--- config.mk ---
export PLATFORM = sky130hd
export DESIGN_NAME = regbank_arbiter_ctrl
export DESIGN_NICKNAME = d
export VERILOG_FILES = /design/src/rtl/regbank_arb_pkg.sv /design/src/rtl/rr_arbiter.sv /design/src/rtl/regbank_arbiter_ctrl.sv
export SDC_FILE = /design/constraint.sdc
export NUM_CORES = 1
export LEC_CHECK = 0
export ABC_AREA = 1
export CORE_UTILIZATION = 25
export CTS_CLUSTER_DIAMETER = 60
export DETAILED_ROUTE_END_ITERATION = 16
export PLACE_DENSITY = 0.43
export SLEW_MARGIN = 30
export SYNTH_ARGS = -nofsm -noshare
export SYNTH_HDL_FRONTEND = slang
export SYNTH_SLANG_ARGS = --single-unit
--- constraint.sdc ---
create_clock -name clock -period 4.2 [get_ports clock]
set_clock_uncertainty 0.1 [all_clocks]
set_input_delay 0.84 -clock clock [delete_from_list [all_inputs] [get_ports clock]]
set_output_delay 0.84 -clock clock [all_outputs]
set_load 0.02 [all_outputs]
--- src/rtl/regbank_arb_pkg.sv ---
// Shared types for the register-bank arbiter controller.
// Latency: n/a (types and constants only).
// Backpressure: n/a.
package regbank_arb_pkg;

    localparam int STATE_W = 2;

    typedef enum logic [STATE_W-1:0] {
        ST_IDLE   = 2'd0,
        ST_ACCESS = 2'd1,
        ST_CLEAR  = 2'd2
    } state_t;

endpackage

--- src/rtl/rr_arbiter.sv ---
// Combinational request arbiter: picks one requester, one-hot, starting at ptr.
// Latency: 0 cycles (pure combinational, no state).
// Backpressure: none; the caller decides when the winner is actually used.
//
// Ports: req (request vector), ptr (search start index), winner (one-hot),
//        any_req (OR of req).
// Build option: REGBANK_ARB_FIXED_PRIO_EN selects fixed priority (lowest index
//        wins) and ignores ptr; otherwise round robin starting at ptr.
module rr_arbiter #(
    parameter  int N_REQ = 4,
    localparam int PW    = $clog2(N_REQ)
) (
    input  logic [N_REQ-1:0] req,
    input  logic [PW-1:0]    ptr,
    output logic [N_REQ-1:0] winner,
    output logic             any_req
);

    logic          found;
    logic [PW-1:0] idx;
`ifndef REGBANK_ARB_FIXED_PRIO_EN
    // One spare bit so ptr + offset cannot overflow before the wrap.
    logic [PW:0]   sum;
`endif

    always_comb begin
        winner = '0;
        found  = 1'b0;
        idx    = '0;
`ifdef REGBANK_ARB_FIXED_PRIO_EN
        for (int k = 0; k < N_REQ; k++) begin
            idx = PW'(k);
            if (!found && req[idx]) begin
                winner[idx] = 1'b1;
                found       = 1'b1;
            end
        end
`else
        sum = '0;
        for (int k = 0; k < N_REQ; k++) begin
            // Wrap modulo N_REQ without a divider; N_REQ need not be 2^n.
            sum = {1'b0, ptr} + (PW+1)'(k);
            if (sum >= (PW+1)'(N_REQ)) begin
                sum = sum - (PW+1)'(N_REQ);
            end
            idx = sum[PW-1:0];
            if (!found && req[idx]) begin
                winner[idx] = 1'b1;
                found       = 1'b1;
            end
        end
`endif
    end

    assign any_req = |req;

endmodule

--- src/rtl/regbank_arbiter_ctrl.sv ---
// Shared DEPTH x WIDTH register bank with one-access-per-grant arbitration and sequenced clear.
// Latency: req in cycle 0, gnt in cycle 1, write/rdata+rvalid in cycle 2; clear takes DEPTH cycles.
// Backpressure: requesters hold req until gnt; no grants during ACCESS or CLEAR (requests wait).
//
// Ports: clock/rst (async active-high); req/req_we/req_addr/req_wdata packed per
//        requester; gnt one-hot pulse; rdata/rvalid access result; clear_start,
//        clear_busy, clear_done for the bank clear.
// Build option: REGBANK_ARB_FIXED_PRIO_EN -> fixed priority, no rr pointer.
module regbank_arbiter_ctrl
    import regbank_arb_pkg::*;
#(
    parameter  int N_REQ = 4,
    parameter  int WIDTH = 8,
    parameter  int DEPTH = 8,
    localparam int AW    = $clog2(DEPTH)
) (
    input  logic                   clock,
    input  logic                   rst,
    input  logic [N_REQ-1:0]       req,
    input  logic [N_REQ-1:0]       req_we,
    input  logic [N_REQ*AW-1:0]    req_addr,
    input  logic [N_REQ*WIDTH-1:0] req_wdata,
    output logic [N_REQ-1:0]       gnt,
    output logic [WIDTH-1:0]       rdata,
    output logic                   rvalid,
    input  logic                   clear_start,
    output logic                   clear_busy,
    output logic                   clear_done
);

    localparam int PW = $clog2(N_REQ);

    state_t             state, state_nxt;
    logic               grant_en;
    logic               clr_enter;
    logic               clr_pend;
    logic [AW-1:0]      clr_idx;
    logic               clr_last;

    logic [N_REQ-1:0]   winner;
    logic               any_req;
    logic [PW-1:0]      rr_ptr;
    logic [PW-1:0]      win_idx;

    logic               sel_we;
    logic [AW-1:0]      sel_addr;
    logic [WIDTH-1:0]   sel_wdata;

    logic               stg_we;
    logic [AW-1:0]      stg_addr;
    logic [WIDTH-1:0]   stg_wdata;
    logic               addr_ok;

    logic [WIDTH-1:0]   bank [DEPTH];

    rr_arbiter #(.N_REQ(N_REQ)) u_arb (
        .req     (req),
        .ptr     (rr_ptr),
        .winner  (winner),
        .any_req (any_req)
    );

    // Mux the winning requester's operation into the staging inputs.
    always_comb begin
        win_idx   = '0;
        sel_we    = 1'b0;
        sel_addr  = '0;
        sel_wdata = '0;
        for (int k = 0; k < N_REQ; k++) begin
            if (winner[k]) begin
                win_idx   = PW'(k);
                sel_we    = req_we[k];
                sel_addr  = req_addr[k*AW +: AW];
                sel_wdata = req_wdata[k*WIDTH +: WIDTH];
            end
        end
    end

    assign clr_last = (clr_idx == AW'(DEPTH-1));
    assign addr_ok  = ({1'b0, stg_addr} < (AW+1)'(DEPTH));

    always_ff @(posedge clock or posedge rst) begin
        if (rst) begin
            state <= ST_IDLE;
        end else begin
            state <= state_nxt;
        end
    end

    always_comb begin
        state_nxt = state;
        grant_en  = 1'b0;
        clr_enter = 1'b0;
        case (state)
            ST_IDLE: begin
                // A clear (fresh or deferred from ACCESS) beats any request.
                if (clear_start || clr_pend) begin
                    state_nxt = ST_CLEAR;
                    clr_enter = 1'b1;
                end else if (any_req) begin
                    state_nxt = ST_ACCESS;
                    grant_en  = 1'b1;
                end
            end
            ST_ACCESS: begin
                state_nxt = ST_IDLE;
            end
            ST_CLEAR: begin
                if (clr_last) begin
                    state_nxt = ST_IDLE;
                end
            end
            default: begin
                state_nxt = ST_IDLE;
            end
        endcase
    end

`ifdef REGBANK_ARB_FIXED_PRIO_EN
    assign rr_ptr = '0;
`else
    always_ff @(posedge clock or posedge rst) begin
        if (rst) begin
            rr_ptr <= '0;
        end else if (grant_en) begin
            rr_ptr <= (win_idx == PW'(N_REQ-1)) ? '0 : win_idx + 1'b1;
        end
    end
`endif

    always_ff @(posedge clock or posedge rst) begin
        if (rst) begin
            gnt        <= '0;
            stg_we     <= 1'b0;
            stg_addr   <= '0;
            stg_wdata  <= '0;
            rdata      <= '0;
            rvalid     <= 1'b0;
            clr_pend   <= 1'b0;
            clr_idx    <= '0;
            clear_busy <= 1'b0;
            clear_done <= 1'b0;
        end else begin
            gnt        <= grant_en ? winner : '0;
            rvalid     <= (state == ST_ACCESS);
            clear_busy <= (state_nxt == ST_CLEAR);
            clear_done <= (state == ST_CLEAR) && clr_last;

            if (grant_en) begin
                stg_we    <= sel_we;
                stg_addr  <= sel_addr;
                stg_wdata <= sel_wdata;
            end

            // Out-of-range reads return zero rather than stale data.
            if (state == ST_ACCESS && !stg_we) begin
                rdata <= addr_ok ? bank[stg_addr] : '0;
            end

            // A clear arriving during ACCESS cannot be taken yet; remember it.
            if (clr_enter) begin
                clr_pend <= 1'b0;
            end else if (state == ST_ACCESS && clear_start) begin
                clr_pend <= 1'b1;
            end

            if (clr_enter) begin
                clr_idx <= '0;
            end else if (state == ST_CLEAR && !clr_last) begin
                clr_idx <= clr_idx + 1'b1;
            end
        end
    end

    always_ff @(posedge clock or posedge rst) begin
        if (rst) begin
            for (int i = 0; i < DEPTH; i++) begin
                bank[i] <= '0;
            end
        end else if (state == ST_CLEAR) begin
            bank[clr_idx] <= '0;
        end else if (state == ST_ACCESS && stg_we && addr_ok) begin
            bank[stg_addr] <= stg_wdata;
        end
    end

endmodule

==> flow_summary.toml <==
[run_status]
outcome = "finished, final reports clean"

[routing]
post_drt_wl_per_cell_um = 16.28
vias_per_cell = 4.771
dr_wl_met2_mm = 6.877
ant_nets = 0
dr.pass1.iters = 5
routed_wl_mm = 15.19
top_layer = "met4"
wl_met3_um = 855
drt_iter0_markers = 290
wl_met1_mm = 7.233
route.vias.total = 4451
drc = 0

[die]
io_pins = 70
initial_core_util = 0.2541
die_h_um = 145.2
core_area_um2 = 20170
design.die.area_um2 = 21080
die_width_um = 145.2
core.rowCount = 52

[clocking]
cts.clk_slew.worst_paths_ps = 70
hold_buffers = 0
clock_latency_ps = 350
tritoncts = "yes"
cts_sinks = 99
clockRootBuffer = "clkbuf_16"
h-tree-depth = 3
numCtsBuffers = 9
ctsLongestPathBuffers = 2
cts.repair.resized = 0
cts_setup_buffers = 0

[grt]
grtUsageTotal = 0.1508
antenna_found_initial = 0
overflow = 0
grt_max_degree = 52
grt_pass1_vias = 4570
grt_pass1_wl_mm = 25.09

[synth]
synth_area_um2 = 5125
syn_inst = 594
synth-edff-count = 0
yosys_warnings = 0
synth-seq-cells = 99
syn-mean-instance-area_um2 = 8.628
synth_async_sr_flop_share = 1.000
yosys.cell_types.count = 39
ys_seq_area_frac = 0.4834
syn-num-nets = 657
synth-main-ff-cell = "dfrtp_1"

[critical_path]
cp_common_cell = "nand2_1"
worst_ep_arrival_time_ps = 3160
worstPathCellList = "inv_2 > ha_1 > inv_1 > nand3_1 > nand2_1 > nand3_1 > nor2_1 > nor2_1 > a21boi_0 > nand2_1 > nand3_1 > nand2_1 > nand2_1"
cp_max_fo = 13
critical_path_buf_inv_count = 2
reg2reg_slack_ps = 1180
critPathRequiredTime_ps = 4340
startpoint_type = "flip-flop"
crit_family = "simple AND/OR/NAND/NOR gates"
cp-end-kind = "flip-flop"
max_stage_delay_ps = 640
cpMaxStageDelayCell = "nor2_1"
crit_start = "rr_ptr[0]"
path_class = "flip-flop to flip-flop"
r2r-start = "rr_ptr[0]"

[placed_design]
io_buffers = 69
dp_hpwl_mm = 11.25
place_area_um2 = 6086
gp_congestion = 0.8964

[pwr]
ir_drop_uv = 227.8
power.density_nw_per_um2 = 631.4
pwr-share-seq = 0.314
p_leak_nw = 2.792
p_sw_frac = 0.4329
comb_power_share = 0.462
clkPwrFrac = 0.223
total_power_w = 0.004042
p_int_w = 0.002292
p_switching_w = 0.001750

[finish]
fillers = 2144
fin_area_um2 = 6402
most-common-layout-cells = "99 x dfrtp_1, 95 x nand2_1, 88 x inv_1"
area_growth_pct = 24.93
multi_input_area_um2 = 2176
antenna_cells = 0
layout_commonest_cell = "dfrtp_1"
seq_area_um2 = 2477
nNetsFinal = 723
drive_gt1_frac = 0.08597

[sta]
maxSlewViolCount = 0
post-route-min-period_ps = 3018
hold_viol = 0
worst-slew-pin-transition_ps = 849.4
fin_crit_sh = 0.7186
finalSetupViolCount = 0
grt_setup_unrepaired = "no"
setup_tns_ps = 0
max_slew_margin = 0.4316
fmaxAchievable_mhz = 331.3

[min_path]
min_from = "rdata[6]"
min_path_type = "flip-flop to flip-flop"

[job]
maxCapViolations = 0
-- metrics by stage --
stage | instances | util | worst slack, ps | hold slack, ps
final | 933 | 0.3174 | 1182 | 387.6
after floorplan | 594 | - | 669.6 | 377.8
after detailed placement | 919 | 0.3017 | 899.2 | 378.8
after global placement | 919 | 0.3015 | 989.5 | 377.6
after CTS | 933 | 0.3174 | 1206 | 393.7
after global routing | 933 | 0.3174 | 884.0 | 411.8
-- cell families (layout without fill, tap and decap cells) --
group           after synthesis  in the layout  share of synthesized area
simple gates                233            233                     0.2285
buf+inv                     113            182                    0.09301
compound gates              141            141                     0.1755
fa+ha+maj                     8              8                    0.01953
flops                        99             99                     0.4834
-- synthesized netlist by cell type (all sizes together), types with 5 or more instances --
master / number / area share
buf: 8 / 0.016
o21ai: 42 / 0.041
o22ai: 52 / 0.063
clkbuf: 10 / 0.0073
nor3: 5 / 0.0078
a21boi: 12 / 0.018
nor2: 25 / 0.024
nand2: 106 / 0.086
dfrtp: 99 / 0.48
o21a: 5 / 0.0073
inv: 94 / 0.069
nand3: 93 / 0.11
ha: 8 / 0.020
a21oi: 7 / 0.0076
a221oi: 16 / 0.027
-- flip-flops by register name, summed over array words and instances (netlist names) --
name / flops
bank: 64
stg_we: 1
clr_pend: 1
rdata: 8
clear_done: 1
rr_ptr: 2
clear_busy: 1
clr_idx: 3
stg_addr: 3
state: 2
gnt: 4
stg_wdata: 8
rvalid: 1
-- metal layers --
| metal | GRT usage | vias up |
|---|---|---|
| met5 | 0 | - |
| met4 | 0.04000 | 0 |
| met3 | 0.03679 | 17 |
| met2 | 0.2409 | 134 |
| met1 | 0.2027 | 2139 |
| li1 | - | 2161 |
-- final timing paths --
check / to / cells after the start
setup / recovery: stg_addr[0] / 13
hold / removal: rdata[6] / 1
setup reg to reg: stg_addr[0] / 13
hold reg to reg: rdata[6] / 1
max in group asynchronous: bank[13] / 3
min in group asynchronous: clr_pend / 2
-- power groups by stage --
stage	clock, W	combinational [W]	sequential (W)
3_5_place_dp	0	0.00187	0.00129
2_1_floorplan	0	0.00135	0.00132
3_3_place_gp	0	0.00185	0.00128
6_report	0.000902	0.00187	0.00127
5_1_grt	0.000967	0.00208	0.00130
4_1_cts	0.000924	0.00188	0.00127
-- layout make-up --
type | count | area share
Tap cell | 270 | 0.05277
Inverter | 95 | 0.05648
Multi-Input combinational cell | 382 | 0.3398
Clock inverter | 2 | 0.009380
Sequential cell | 99 | 0.3869
Clock buffer | 12 | 0.04006
Timing Repair Buffer | 73 | 0.1145
Note: power is estimated with default switching activity, not from simulation.
